`src/rtl/l2_pkg.sv`:
```
// rtl/l2_pkg.sv - shared types and constants for the L2 prefetch fill engine
package l2_pkg;

  // Host word addresses are byte address bits [27:2]
  localparam int ADDR_W = 26;

  // Byte mask for a full 32-bit word write into the prefetch buffer
  localparam logic [3:0] WRM_FULL = 4'hF;

  typedef enum logic [1:0] {
    ST_IDLE = 2'd0,
    ST_REQ  = 2'd1,
    ST_DONE = 2'd2
  } fill_state_t;

  // Word-index width for a line of 'words' words (words is a power of 2)
  function automatic int line_iw(input int words);
    return $clog2(words);
  endfunction

endpackage

```
`src/rtl/l2_fill_timeout.sv`:
```
// rtl/l2_fill_timeout.sv - loadable down-counter with clear and expire flag
module l2_fill_timeout #(
  parameter int W = 16
) (
  input  logic         i_clk,
  input  logic         i_rst,
  input  logic         i_clr,
  input  logic         i_load,
  input  logic [W-1:0] i_load_val,
  input  logic         i_en,
  output logic         o_expired
);

  logic [W-1:0] r_cnt;

  // Clear has priority over load; counting stops at zero
  always_ff @(posedge i_clk or posedge i_rst) begin
    if (i_rst) begin
      r_cnt <= '0;
    end else if (i_clr) begin
      r_cnt <= '0;
    end else if (i_load) begin
      r_cnt <= i_load_val;
    end else if (i_en && (r_cnt != '0)) begin
      r_cnt <= r_cnt - 1'b1;
    end
  end

  assign o_expired = (r_cnt == '0);

endmodule

```
`src/rtl/l2_prefetch_fill.sv`:
```
// rtl/l2_prefetch_fill.sv - critical-word-first line fill into the L2 prefetch buffer
module l2_prefetch_fill
  import l2_pkg::*;
#(
  parameter int LINE_WORDS = 4,
  parameter int TIMEOUT    = 255
) (
  input  logic              CLK,
  input  logic              RST,
  input  logic              MissValid,
  input  logic [ADDR_W-1:0] MissA,
  output logic              MissReady,
  output logic              BusReq,
  output logic [ADDR_W-1:0] BusA,
  input  logic              BusAck,
  input  logic [31:0]       BusD,
  input  logic              BusErr,
  input  logic              SnoopWR,
  input  logic [ADDR_W-1:0] SnoopA,
  output logic [ADDR_W-1:0] WRA,
  output logic [31:0]       WRD,
  output logic              WR,
  output logic [3:0]        WRM,
  output logic              CLR,
  output logic              Done,
  output logic              Err
);

  localparam int IW = line_iw(LINE_WORDS);
  localparam int TW = ADDR_W - IW;
  localparam logic [IW:0] LAST_CNT = (IW+1)'(LINE_WORDS - 1);
  // Loaded with TIMEOUT-1 so the abort fires on the TIMEOUT-th waiting cycle
  localparam logic [15:0] TMO_LOAD = 16'(TIMEOUT - 1);

  fill_state_t r_state, w_state_nxt;

  logic [TW-1:0]     r_tag, r_last_tag;
  logic [IW-1:0]     r_idx;
  logic [IW:0]       r_cnt;
  logic              r_busreq, r_wr, r_clr, r_done, r_err;
  logic              r_last_valid, r_dirty;
  logic [ADDR_W-1:0] r_wra;
  logic [31:0]       r_wrd;

  logic w_accept, w_ack, w_abort, w_done_clean, w_done_dirty, w_idle_clr;
  logic w_busreq_nxt, w_dirty_set, w_expired, w_tmr_load;
  logic w_fill_hit, w_last_hit;
  logic w_unused_snoop_lo;

  assign w_fill_hit = SnoopWR && (SnoopA[ADDR_W-1:IW] == r_tag);
  assign w_last_hit = SnoopWR && r_last_valid && (SnoopA[ADDR_W-1:IW] == r_last_tag);
  assign w_unused_snoop_lo = ^SnoopA[IW-1:0];

  // State register
  always_ff @(posedge CLK or posedge RST) begin
    if (RST) begin
      r_state <= ST_IDLE;
    end else begin
      r_state <= w_state_nxt;
    end
  end

  // Next state and per-cycle control decode
  always_comb begin
    w_state_nxt  = r_state;
    w_accept     = 1'b0;
    w_ack        = 1'b0;
    w_abort      = 1'b0;
    w_done_clean = 1'b0;
    w_done_dirty = 1'b0;
    w_idle_clr   = 1'b0;
    w_busreq_nxt = 1'b0;
    w_dirty_set  = 1'b0;
    case (r_state)
      ST_IDLE: begin
        w_idle_clr = w_last_hit;
        if (MissValid) begin
          w_accept     = 1'b1;
          w_busreq_nxt = 1'b1;
          w_state_nxt  = ST_REQ;
        end
      end
      ST_REQ: begin
        w_dirty_set = w_fill_hit;
        if (!r_busreq) begin
          // One idle cycle after each ack, then request the next word
          w_busreq_nxt = 1'b1;
        end else if (BusErr || (!BusAck && w_expired)) begin
          w_abort     = 1'b1;
          w_state_nxt = ST_IDLE;
        end else if (BusAck) begin
          w_ack = 1'b1;
          if (r_cnt == LAST_CNT) begin
            w_state_nxt = ST_DONE;
          end
        end else begin
          w_busreq_nxt = 1'b1;
        end
      end
      ST_DONE: begin
        w_state_nxt = ST_IDLE;
        if (r_dirty || w_fill_hit) begin
          w_done_dirty = 1'b1;
        end else begin
          w_done_clean = 1'b1;
        end
      end
      default: begin
        w_state_nxt = ST_IDLE;
      end
    endcase
  end

  assign w_tmr_load = w_accept || w_ack || ((r_state == ST_REQ) && !r_busreq);

  l2_fill_timeout #(
    .W (16)
  ) u_timeout (
    .i_clk      (CLK),
    .i_rst      (RST),
    .i_clr      (w_abort),
    .i_load     (w_tmr_load),
    .i_load_val (TMO_LOAD),
    .i_en       (r_busreq),
    .o_expired  (w_expired)
  );

  // Fill datapath, buffer write port and status pulses
  always_ff @(posedge CLK or posedge RST) begin
    if (RST) begin
      r_tag        <= '0;
      r_idx        <= '0;
      r_cnt        <= '0;
      r_busreq     <= 1'b0;
      r_wra        <= '0;
      r_wrd        <= '0;
      r_wr         <= 1'b0;
      r_clr        <= 1'b0;
      r_done       <= 1'b0;
      r_err        <= 1'b0;
      r_last_valid <= 1'b0;
      r_last_tag   <= '0;
      r_dirty      <= 1'b0;
    end else begin
      r_busreq <= w_busreq_nxt;
      r_wr     <= w_ack;
      r_clr    <= w_abort || w_done_dirty || w_idle_clr;
      r_done   <= w_done_clean;
      r_err    <= w_abort;
      if (w_accept) begin
        {r_tag, r_idx} <= MissA;
        r_cnt          <= '0;
      end else if (w_ack) begin
        r_wra <= {r_tag, r_idx};
        r_wrd <= BusD;
        r_idx <= r_idx + 1'b1;
        r_cnt <= r_cnt + 1'b1;
      end
      if (w_accept) begin
        r_dirty <= 1'b0;
      end else if (w_dirty_set) begin
        r_dirty <= 1'b1;
      end
      if (w_abort || w_done_dirty || w_idle_clr) begin
        r_last_valid <= 1'b0;
      end else if (w_done_clean) begin
        r_last_valid <= 1'b1;
        r_last_tag   <= r_tag;
      end
    end
  end

  assign MissReady = (r_state == ST_IDLE);
  assign BusReq    = r_busreq;
  assign BusA      = {r_tag, r_idx};
  assign WRA       = r_wra;
  assign WRD       = r_wrd;
  assign WR        = r_wr;
  assign WRM       = r_wr ? WRM_FULL : 4'h0;
  assign CLR       = r_clr;
  assign Done      = r_done;
  assign Err       = r_err;

endmodule

```
`config.mk`:
```
export PLATFORM = sky130hd
export DESIGN_NAME = l2_prefetch_fill
export DESIGN_NICKNAME = d
export VERILOG_FILES = /design/src/rtl/l2_pkg.sv /design/src/rtl/l2_fill_timeout.sv /design/src/rtl/l2_prefetch_fill.sv
export SDC_FILE = /design/constraint.sdc
export NUM_CORES = 1
export LEC_CHECK = 0
export CORE_MARGIN = 3
export CORE_UTILIZATION = 51
export DETAILED_ROUTE_END_ITERATION = 7
export PLACE_DENSITY = 0.88
export RECOVER_POWER = 25
export SETUP_SLACK_MARGIN = 0.4
export SLEW_MARGIN = 40
export SYNTH_ARGS = -nofsm -noshare
export SYNTH_HDL_FRONTEND = slang
export SYNTH_SLANG_ARGS = --single-unit
export TNS_END_PERCENT = 20
```
`constraint.sdc`:
```
create_clock -name CLK -period 6.35 [get_ports CLK]
set_input_delay 0.9525 -clock CLK [delete_from_list [all_inputs] [get_ports CLK]]
set_output_delay 0.9525 -clock CLK [all_outputs]
set_load 0.03 [all_outputs]
```
# Word level (Yosys, flattened, before mapping)

Cells that the tools add are included.

Add/subtract/negate cells: 3
Equal/unequal tests: 9
Multiplexer cells: 37
Bitwise operators: 2
Reductions and logical operators: 24

Operators with widths:

| cell                                                | number |
|---|---|
| equality test 24 bit                                | 2 |
| two-way mux 16 bit                                  | 3 |
| two-way mux 1 bit                                   | 22 |
| zero test 16 bit                                    | 1 |
| nonzero test 16 bit                                 | 1 |
| subtractor 16 x 1 -> 16 bit, second input constant  | 1 |
| two-way mux 2 bit                                   | 7 |
| logical AND 1 bit                                   | 6 |
| logical OR 1 bit                                    | 6 |
| two-way mux 3 bit                                   | 2 |
| inequality test 3 bit, second input constant        | 2 |
| nonzero test 2 bit                                  | 3 |
| two-way mux 4 bit                                   | 1 |
| inequality test 2 bit, second input constant        | 2 |
| case mux 2 bit (2 select lines)                     | 1 |
| AND reduction 2 bit                                 | 2 |
| AND reduction 4 bit                                 | 1 |
| adder 3 x 1 -> 3 bit, second input constant         | 1 |
| equality test 3 x 2 -> 1 bit, second input constant | 1 |
| nonzero test 3 bit                                  | 1 |
| adder 2 x 1 -> 2 bit, second input constant         | 1 |
| equality test 2 x 1 -> 1 bit, second input constant | 1 |
| equality test 2 bit, second input constant          | 1 |
| zero test 1 bit                                     | 2 |
| other kinds (3)                                     | 4 |

Bits in registers: 136
Input bits: 90
Output and inout bits: 94
Logic and storage cells: 90

# Logic depth before layout (Yosys ltp)

Gate-level depths: netlist of run 1.

Depth after elaboration: 10
Depth in mapped cells: 8
Depth with buffers taken out: 7

# By module

From an unflattened synthesis of run 1, not the netlist that was laid out.

Cells, all modules: 661
Area, all modules: 6,381.1 µm²

Modules (own cells, without submodules):

| module           | instances | cells an instance | area each (µm²) | sequential area each (µm²) |
|---|---|---|---|---|
| l2_prefetch_fill | 1         | 531               | 5,225.0         | 3,002.9 |
| l2_fill_timeout  | 1         | 130               | 1,156.1         | 400.4 |

# Worst setup path before layout of run 1

Ideal clock, no wire load.

Path kind: in2reg
Start: input port SnoopA[24]
End: register r_last_tag[10]
Library setup time: 125 ps
Arrival time: 2,342 ps
Required time: 6,225 ps
Path slack: 3,883 ps
Stages on the path: 6
Path buffers: 1
Path through: xnor2_1 > nand4_1 > nor4_1 > a31oi_2 > buf_2 > mux2_2

Cells in the longest elaborated chain, start to end: 9
Elaborated cells on any way between the ends: 14
Those cells by class: 2 x eq/ne; 5 x mux; 1 x bitwise; 6 x reduce/logical

Ends and longest elaborated chain:

| element                                  | line                    | RTL |
|---|---|---|
| from (decl)                              | l2_prefetch_fill.sv:19  | `input logic [ADDR_W-1:0] SnoopA,` |
| equality test 24 bit                     | l2_prefetch_fill.sv:50  | `assign w_fill_hit = SnoopWR && (SnoopA[ADDR_W-1:IW] == r_tag);` |
| logical AND 1 bit                        | l2_prefetch_fill.sv:50  |  |
| logical OR 1 bit                         | l2_prefetch_fill.sv:102 | `if (r_dirty \|\| w_fill_hit) begin` |
| two-way mux 1 bit                        | l2_prefetch_fill.sv:102 |  |
| two-way mux 1 bit                        | l2_prefetch_fill.sv:74  | `case (r_state)` |
| logical OR 1 bit (2 in a row)            | l2_prefetch_fill.sv:164 | `if (w_abort \|\| w_done_dirty \|\| w_idle_clr) begin` |
| inverter 1 bit (no source line)          | --                      |  |
| AND reduction 2 bit (no source line) (*) | --                      |  |
| to (signal assigned)                     | l2_prefetch_fill.sv:168 | `r_last_tag <= r_tag;` |
| to (decl)                                | l2_prefetch_fill.sv:37  | `logic [TW-1:0] r_tag, r_last_tag;` |

Every way passes the cells marked *; elsewhere a longest branch is shown, timed or not.
A chain may end at the register's enable or synchronous reset.

==> impl_results.md, run 1 <==
* Worst hold margin at 0.470 ns
* Total grt overflow at 0
* Postcts setup bufs at 0
* Synth top area share at 56.0%
* Status: finished, violations left
* Ant. Diodes at 0
* Initial antenna violation count at 0
* Via count at 5,058
* Post-cts resize count at 0
* Dpl hpwl at 11.6 mm
* Slew HR at -139%
* Reg2reg setup slack at 3.56 ns
* Clock slew at reported path FFs at 0.05 ns
* Power Internal at 2.56 mW
* Final setup violating endpoints at 0
* Part of the Yosys area used for sequential elements at 56.0%
* Post-DRT Antenna Nets at 0
* Row cnt at 39
* Switching power total at 1.79 mW
* RePlAce Congestion at 0.859
* R2R Path End: r_idx[1]
* Worst hold path class: register to register
* Hold buffers post-CTS at 0
* Power Density at 509 nW/µm²
* Full die area at 13,300 µm²
* Initial DRC Count at 328
* Share of power burned in registers at 34.2%
* Multi-input logic area at 2480 µm²
* Syn nets at 721
* Clock buffer depth at 2
* Worst slew pin tran at 3.56 ns
* Clock sinks at 136
* Fill count at 809
* Final #Nets at 891
* Num CTS Buffers at 17
* Fmax at 0.253 GHz
* Die X at 115 µm
* Commonest cells in the netlist: 257 x nand2_1, 136 x dfrtp_1, 51 x xnor2_1
* Setup TNS at 0 ns
* Top cells by area, synth: dfrtp_1 56%, nand2_1 16%, xnor2_1 7.4%
* Crit-path max FO at 82
* DRC viols at 0
* Comb pwr share at 42.8%
* Unique masters post-synth at 48
* Initial Util at 52.7%
* Failing checks: max-capacitance violations, max-slew violations
* Reg2reg path depth at 6
* Die span in y at 115 µm
* Most used DFF post-synth: dfrtp_1
* Max Slew Vio Count at 111
* Wire per inst at 17.6 µm
* Cells after Synth at 628
* Number of global-route vias before repair at 5,271
* Minimum clock period at 3.95 ns
* CTS tree: yes
* Kind of critical path: primary input to async pin
* Input/output buffers at 181
* Global-route wire length before repair at 26.7 mm
* CTS root buffer: clkbuf_16
* Crit. End Element: async pin
* Yosys warns at 0
* Post-synth top area cell: dfrtp_1
* Pin count of the biggest net entering global routing at 83
* Hold Crit Start: WRD[20]
* Clock Power Share at 23.0%
* WHS Endpoint: WRD[20]
* Sequential Area at 3400 µm²
* Final Routed Wirelength at 16.8 mm
* Switching share of total power at 41.1%
* Number of synthesized register bits at 136
* Final hold vios at 0
* Skew-Pair Late Insertion Delay at 0.42 ns
* Max Clock Skew at 0.0107 ns
* Count leader, synth: nand2_1
* Total track usage at 26.1%
* # H-tree levels at 4
* Syn_area_per_cell at 9.67 µm²
* Crit path required time at 6.82 ns
* Post-synth EDFFs at 0
* Unrepaired setup endpoints after global routing: false
* # IOs at 184
* Synth-to-Final Area Change at 40.5%
* Worst setup SP type: primary input
* Worst r2r src: BusReq
* Fraction of layout cells with a size suffix above 1 at 9.12%
* Via density at 5.30
* Leakage dissipation at 3.94 nW
* Asr flop ratio synth at 100%
* Mapped cell area at 6070 µm²
* Start point of the critical path: RST
* Number of max-cap violations at 2
* Peak VDD IR at 0.315 mV
* Core footprint at 11,500 µm²
* Critical Path AT at 4.41 ns
* DR pass1 iterations at 4
* Worst hold path depth at 2
* Fin crit share at 62.1%
## how the worst max path moves through the flow
stage	slack [ns]	cells after the start	to
2_1_floorplan	1.76	1	BusReq
3_3_place_gp	1.85	7	r_idx[1]
3_5_place_dp	2.60	7	r_idx[1]
4_1_cts	3.04	7	r_idx[1]
5_1_grt	1.81	3	r_idx[1]
6_report	2.40	3	r_idx[1]
## sequential cells by signal, summed over array words and instances (netlist names), 2 cells and up
signal           count
WRA                 26
WRD                 32
r_cnt                3
r_idx                2
r_last_tag          24
r_state              2
r_tag               24
u_timeout.r_cnt     16
## layout by cell type, fill, tap and decap left out, types with 4 or more instances in the layout
cell             count
nand2_1            256
nor3_1               7
inv_1                6
mux2_2              25
nand4_1             12
xor2_1               6
a21oi_1             12
o21ai_0              6
clkdlybuf4s50_1    178
nor4_1               6
dfrtp_1            136
nor2_1              19
xnor2_1             51
clkinvlp_4           5
mux2i_1              4
nand3_1             10
clkbuf_16           17
## area by class of cell
cell class                 count  area share (%)
clock buffer                  17            4.99
tap                          143            2.10
clock inverter                15            2.08
multi-input combinational    452            29.1
sequential                   136            39.9
timing repair buffer         183            21.4
inverter                       8           0.396
## power groups by stage
stage,Clock [mW],Combinational [mW],Sequential [mW]
after global placement,0,1.80,1.46
final,0.997,1.86,1.49
after floorplan,0,0.592,1.93
after global routing,1.05,1.98,1.53
after CTS,1.01,1.87,1.48
after detailed placement,0,1.85,1.49
## critical path, stage by stage
cell,delay (ns)
dlygate4sd3_1,0.55
clkinvlp_2,2.02
buf_4,0.84
## per-layer routing
layer	share of wire, %	global-route usage [%]	up-vias
met5	0	0	-
met2	51	45.6	204
met3	7.5	7.47	21
met4	1.4	8.06	0
met1	40	31.2	2457
li1	-	-	2376
## cell families (layout without fill, tap and decap cells)
family          after synthesis  in the layout  synth area share (%)
xor+xnor                     57             57                  8.22
compound gates               33             33                  3.54
simple gates                330            330                  23.1
mux                          29             29                  5.30
flops                       136            136                  56.0
fa+ha+maj                     3              3                 0.618
buf+inv                      40            223                  3.15
## through the flow
step / power [mW] / utilization [%] / instance area [µm²] / worst slack (ns) / instances
6_report: 4.34 / 74.1 / 8530 / 2.40 / 954
2_1_floorplan: 2.52 / - / 6070 / 1.76 / 628
4_1_cts: 4.36 / 74.1 / 8530 / 3.04 / 954
3_5_place_dp: 3.34 / 68.9 / 7930 / 2.60 / 922
5_1_grt: 4.55 / 74.1 / 8530 / 1.81 / 954
3_3_place_gp: 3.26 / 68.8 / 7920 / 1.85 / 922
(Power assumes the default switching activity.)
==> run 2, diff against run 1 <==
- CORE_UTILIZATION: 51 -> 47
- PLACE_DENSITY: 0.88 -> 0.82
- clock period: 6.35 -> 4 ns (I/O delays scaled with it)
==> run 2 against run 1 <==
Compared with the run above: the flow still finishes with violations (max-capacitance violations, max-slew violations); worst setup slack got worse by 1.3 ns; cell count rose by 2.7%; wire length fell by 3.4%; register-to-register slack got worse by 2.2 ns; die area rose by 8.1%.
==> impl_results.md, run 2 (synthesized netlist as in run 1, its figures left out) <==
* Max reg flops at 32
* R2R Path End: r_last_tag[18]
* Core footprint at 12,300 µm²
* DR pass1 iterations at 4
* Minimum clock period at 2.85 ns
* Crit path to: r_last_tag[18]
* Power Density at 786 nW/µm²
* Reg2reg setup slack at 1.34 ns
* Initial antenna violation count at 0
* Switching power total at 2.70 mW
* Switching share of total power at 40.4%
* Sequential Area at 3400 µm²
* Worst setup SP type: primary input
* Final Routed Wirelength at 16.2 mm
* Num CTS Buffers at 17
* Reg2reg path depth at 6
* DRC viols at 0
* Synth-to-Final Area Change at 40.3%
* Clock slew at reported path FFs at 0.05 ns
* Fraction of layout cells with a size suffix above 1 at 8.62%
* # H-tree levels at 4
* Commonest non-fill, non-tap cell in the layout: nand2_1
* Dpl hpwl at 11.6 mm
* Max Clock Skew at 0.00645 ns
* Initial Util at 49.3%
* Kind of critical path: primary input to register
* Clock sinks at 136
* Final setup violating endpoints at 0
* Die span in y at 120 µm
* Final #Nets at 894
* Comb pwr share at 43.4%
* # IOs at 184
* Worst hold path class: register to register
* Worst hold margin at 0.470 ns
* Multi-input logic area at 2480 µm²
* Row cnt at 40
* Total grt overflow at 0
* Wire per inst at 16.5 µm
* Crit. End Element: register
* Hold buffers post-CTS at 0
* CTS root buffer: clkbuf_16
* CTS tree: yes
* Placed Area at 7990 µm²
* Share of power burned in registers at 35.1%
* Global-route wire length before repair at 26.7 mm
* Initial DRC Count at 294
* Final hold vios at 0
* Via density at 5.12
* Crit path required time at 4.30 ns
* Status: finished, violations left
* Total track usage at 23.6%
* Full die area at 14,300 µm²
* Leakage dissipation at 3.94 nW
* Ant. Diodes at 0
* Unrepaired setup endpoints after global routing: false
* Postcts setup bufs at 0
* RePlAce Congestion at 0.843
* Die X at 120 µm
* Worst hold path depth at 2
* Input/output buffers at 181
* Slew HR at -20.2%
* Pin count of the biggest net entering global routing at 137
* Worst r2r src: r_tag[4]
* Max Slew Vio Count at 137
* Final Instance Area at 8520 µm²
* Finished Core Util at 69.2%
* Start point of the critical path: SnoopA[6]
* Via count at 5,021
* Number of global-route vias before repair at 5,279
* Critical Path AT at 3.15 ns
* Failing checks: max-capacitance violations, max-slew violations
* Fill count at 917
* Power Internal at 3.99 mW
* Fin crit share at 71.3%
* Number of max-cap violations at 1
* Most frequent cells in the layout: 256 x nand2_1, 180 x clkdlybuf4s50_1, 136 x dfrtp_1, 51 x xnor2_1, 25 x mux2_2
* Post-cts resize count at 0
* Crit-path max FO at 15
* Fmax at 0.350 GHz
* Worst slew pin tran at 1.80 ns
* Skew-Pair Late Insertion Delay at 0.41 ns
* Clock Power Share at 21.5%
* Clock buffer depth at 2
* Peak VDD IR at 0.467 mV
* Setup TNS at 0 ns
* Post-DRT Antenna Nets at 0
==> run 2: per-stage QoR <==
stage / setup slack (ns) / instances / total power, mW
3_3_place_gp: 0.858 / 950 / 5.20
5_1_grt: 0.982 / 980 / 7.08
4_1_cts: 1.16 / 980 / 6.76
3_5_place_dp: 0.719 / 950 / 5.29
2_1_floorplan: 1.71 / 628 / 4.00
6_report: 1.15 / 980 / 6.70
==> run 2: power groups by stage <==
| stage | clock network [mW] | registers, mW | logic, mW |
|---|---|---|---|
| floorplan | 0 | 3.06 | 0.940 |
| detailed placement | 0 | 2.36 | 2.92 |
| global placement | 0 | 2.34 | 2.86 |
| global route | 1.53 | 2.42 | 3.12 |
| CTS | 1.47 | 2.35 | 2.94 |
| finish | 1.44 | 2.35 | 2.91 |
==> run 2: worst min-delay path by stage <==
| stage | slack (ns) | start | endpoint |
|---|---|---|---|
| final | 0.47 | WRD[27] | WRD[27] |
| after floorplan | 0.47 | r_cnt[0] | r_cnt[0] |
| after CTS | 0.47 | WRD[4] | WRD[4] |
| after detailed placement | 0.46 | WRD[4] | WRD[4] |
| after global placement | 0.46 | WRD[30] | WRD[30] |
| after global routing | 0.50 | WRA[13] | WRA[13] |
==> run 2: final cells by class <==
type	count	share of cell area, %
clock buffers	27	5.90
clock inverters	3	0.470
inverters	8	0.396
multi-input cells	452	29.1
flip-flops and latches	136	39.9
well taps	168	2.47
repair buffers	186	21.7
==> run 2: critical path: stages <==
cell,delay (ns)
clkdlybuf4s50_1,0.46
xnor2_1,0.33
nand4_1,0.18
nor4_1,0.51
a31oi_2,0.43
buf_4,0.34
mux2_2,0.30
==> run 2: per-layer routing <==
layer | track usage, % | vias to the layer above | share of wire [%]
li1 | - | 2374 | -
met1 | 28.1 | 2428 | 40
met2 | 39.2 | 187 | 49
met3 | 8.06 | 32 | 8.3
met4 | 10.2 | 0 | 2.9
met5 | 0 | - | 0
==> run 3, diff against run 2 <==
- clock period: 4 -> 2.7 ns (I/O delays scaled with it)
==> run 3 against run 2 <==
Compared with the run above: the run now ends clean; power is 51% higher; die area unchanged; cell count rose by 1.2%; global-route usage increased by 0.31 points; clock skew rose by 0.0086 ns; wire length is 2.7% higher; sequential power increased by 48%; clock power is 53% higher; worst setup slack worse by 0.72 ns; flip-flop and latch count is the same; critical endpoint is now u_timeout.r_cnt[1].
==> impl_results.md, run 3 (synthesized netlist as in run 1, its figures left out) <==
* Multi-input logic area at 2490 µm²
* Row cnt at 40
* Fin worst setup slack at 0.424 ns
* Synth-to-Final Area Change at 42.4%
* Final #Nets at 904
* Full die area at 14,300 µm²
* Postcts setup bufs at 0
* Setup TNS at 0 ns
* Power Density at 1170 nW/µm²
* Die span in y at 120 µm
* Clock buffer depth at 2
* Total grt overflow at 0
* Cell family with most CP delay: simple AND/OR/NAND/NOR gates
* Ant. Diodes at 0
* Peak VDD IR at 0.711 mV
* Switching power total at 4.15 mW
* Slew HR at 19.8%
* DRC viols at 0
* Via density at 5.08
* Die X at 120 µm
* Hold buffers post-CTS at 0
* Fmax at 0.439 GHz
* Worst path max stage delay at 0.75 ns
* Unrepaired setup endpoints after global routing: true
* Dpl hpwl at 12.0 mm
* Power Internal at 5.97 mW
* Fill count at 941
* Clock Power Share at 21.9%
* Total track usage at 24.0%
* Initial DRC Count at 332
* Minimum clock period at 2.28 ns
* Switching share of total power at 41.0%
* Highest metal used: met4
* Worst hold margin at 0.345 ns
* # IOs at 184
* Num CTS Buffers at 17
* Final setup violating endpoints at 0
* Worst slew pin tran at 1.20 ns
* Max reg flops at 32
* Via count at 5,043
* Placed Area at 8080 µm²
* RePlAce Congestion at 0.819
* Crit-path max FO at 6
* Comb pwr share at 43.8%
* Sequential Area at 3400 µm²
* Post-cts resize count at 1
* DR pass1 iterations at 4
* Worst setup SP type: register
* Crit path required time at 3.04 ns
* Fin crit share at 84.3%
* Final Instance Area at 8650 µm²
* Max Clock Skew at 0.0151 ns
* Worst-path cell chain: or4_2, or2_4, o21ai_1, mux2_2, a21oi_1
* Status: completed
* Met3 routed WL at 1.47 mm
* Clock slew at reported path FFs at 0.06 ns
* CP max stage cell: or4_2
* Wire per inst at 16.8 µm
* Final hold vios at 0
* Share of power burned in registers at 34.3%
* Met2 WL at 8.56 mm
* Pin count of the biggest net entering global routing at 91
* Leakage dissipation at 4.02 nW
* Crit. End Element: register
* DP Worst Slack at 0.0822 ns
* Commonest non-fill, non-tap cell in the layout: nand2_1
* Most frequent cells in the layout: 257 x nand2_1, 179 x clkdlybuf4s50_1, 136 x dfrtp_1, 51 x xnor2_1, 25 x mux2_2
* Input/output buffers at 181
* Bufs and invs on worst path at 0
* Skew-Pair Late Insertion Delay at 0.43 ns
* CTS tree: yes
* Reg2reg path depth at 5
* Global-route wire length before repair at 27.0 mm
* Wire length on met1 at 6.38 mm
* Fraction of layout cells with a size suffix above 1 at 10.4%
* Initial antenna violation count at 0
* CTS root buffer: clkbuf_16
* Kind of critical path: register to register
* Critical Path AT at 2.62 ns
* Number of global-route vias before repair at 5,287
* Initial Util at 49.3%
* Max Slew Vio Count at 0
* Post-DRT Antenna Nets at 0
* Clock sinks at 136
* Number of max-cap violations at 0
* WP depth at 5
* # H-tree levels at 4
* Worst hold path class: primary input to async pin
* Final Routed Wirelength at 16.6 mm
* Finished Core Util at 70.2%
* Core footprint at 12,300 µm²
[run 3: per-stage QoR]
| stage | power, mW | cells |
|---|---|---|
| after floorplan | 5.93 | 628 |
| after global placement | 7.76 | 960 |
| after detailed placement | 7.93 | 960 |
| after CTS | 10.2 | 992 |
| after global routing | 10.7 | 992 |
| final | 10.1 | 992 |
[run 3: power groups by stage]
stage                     sequential [mW]  clock, mW  combinational [mW]
after floorplan                      4.54          0                1.39
after detailed placement             3.50          0                4.43
after global placement               3.44          0                4.32
after global routing                 3.58       2.34                4.73
after CTS                            3.47       2.24                4.46
final                                3.47       2.21                4.43
[run 3: metal layers]
layer / track usage (%) / vias to the layer above
met2: 41.4 / 200
met1: 28.3 / 2429
met3: 8.53 / 18
met4: 6.73 / 0
met5: 0 / -
li1: - / 2396
[run 3: final timing paths]
kind | from | endpoint | slack (ns)
max in group asynchronous | RST | r_tag[5] | 0.91
min in group CLK | WRA[1] | WRA[1] | 0.47
worst min register to register | WRA[1] | WRA[1] | 0.47
worst min-delay path | RST | WRA[24] | 0.34
worst max-delay path | u_timeout.r_cnt[12] | u_timeout.r_cnt[1] | 0.42
worst max register to register | u_timeout.r_cnt[12] | u_timeout.r_cnt[1] | 0.42
[run 3: worst register-to-register path, stage by stage (launching register included)]
cell and delay (ns):
dfrtp_1 0.44, or4_2 0.75, or2_4 0.29, o21ai_1 0.22, mux2_2 0.37, a21oi_1 0.14
[run 3: area by class of cell]
type | count | share of cell area, %
well taps | 168 | 2.43
inverters | 8 | 0.362
repair buffers | 196 | 22.4
clock buffers | 22 | 5.48
clock inverters | 10 | 1.10
flip-flops and latches | 136 | 39.4
multi-input cells | 452 | 28.8
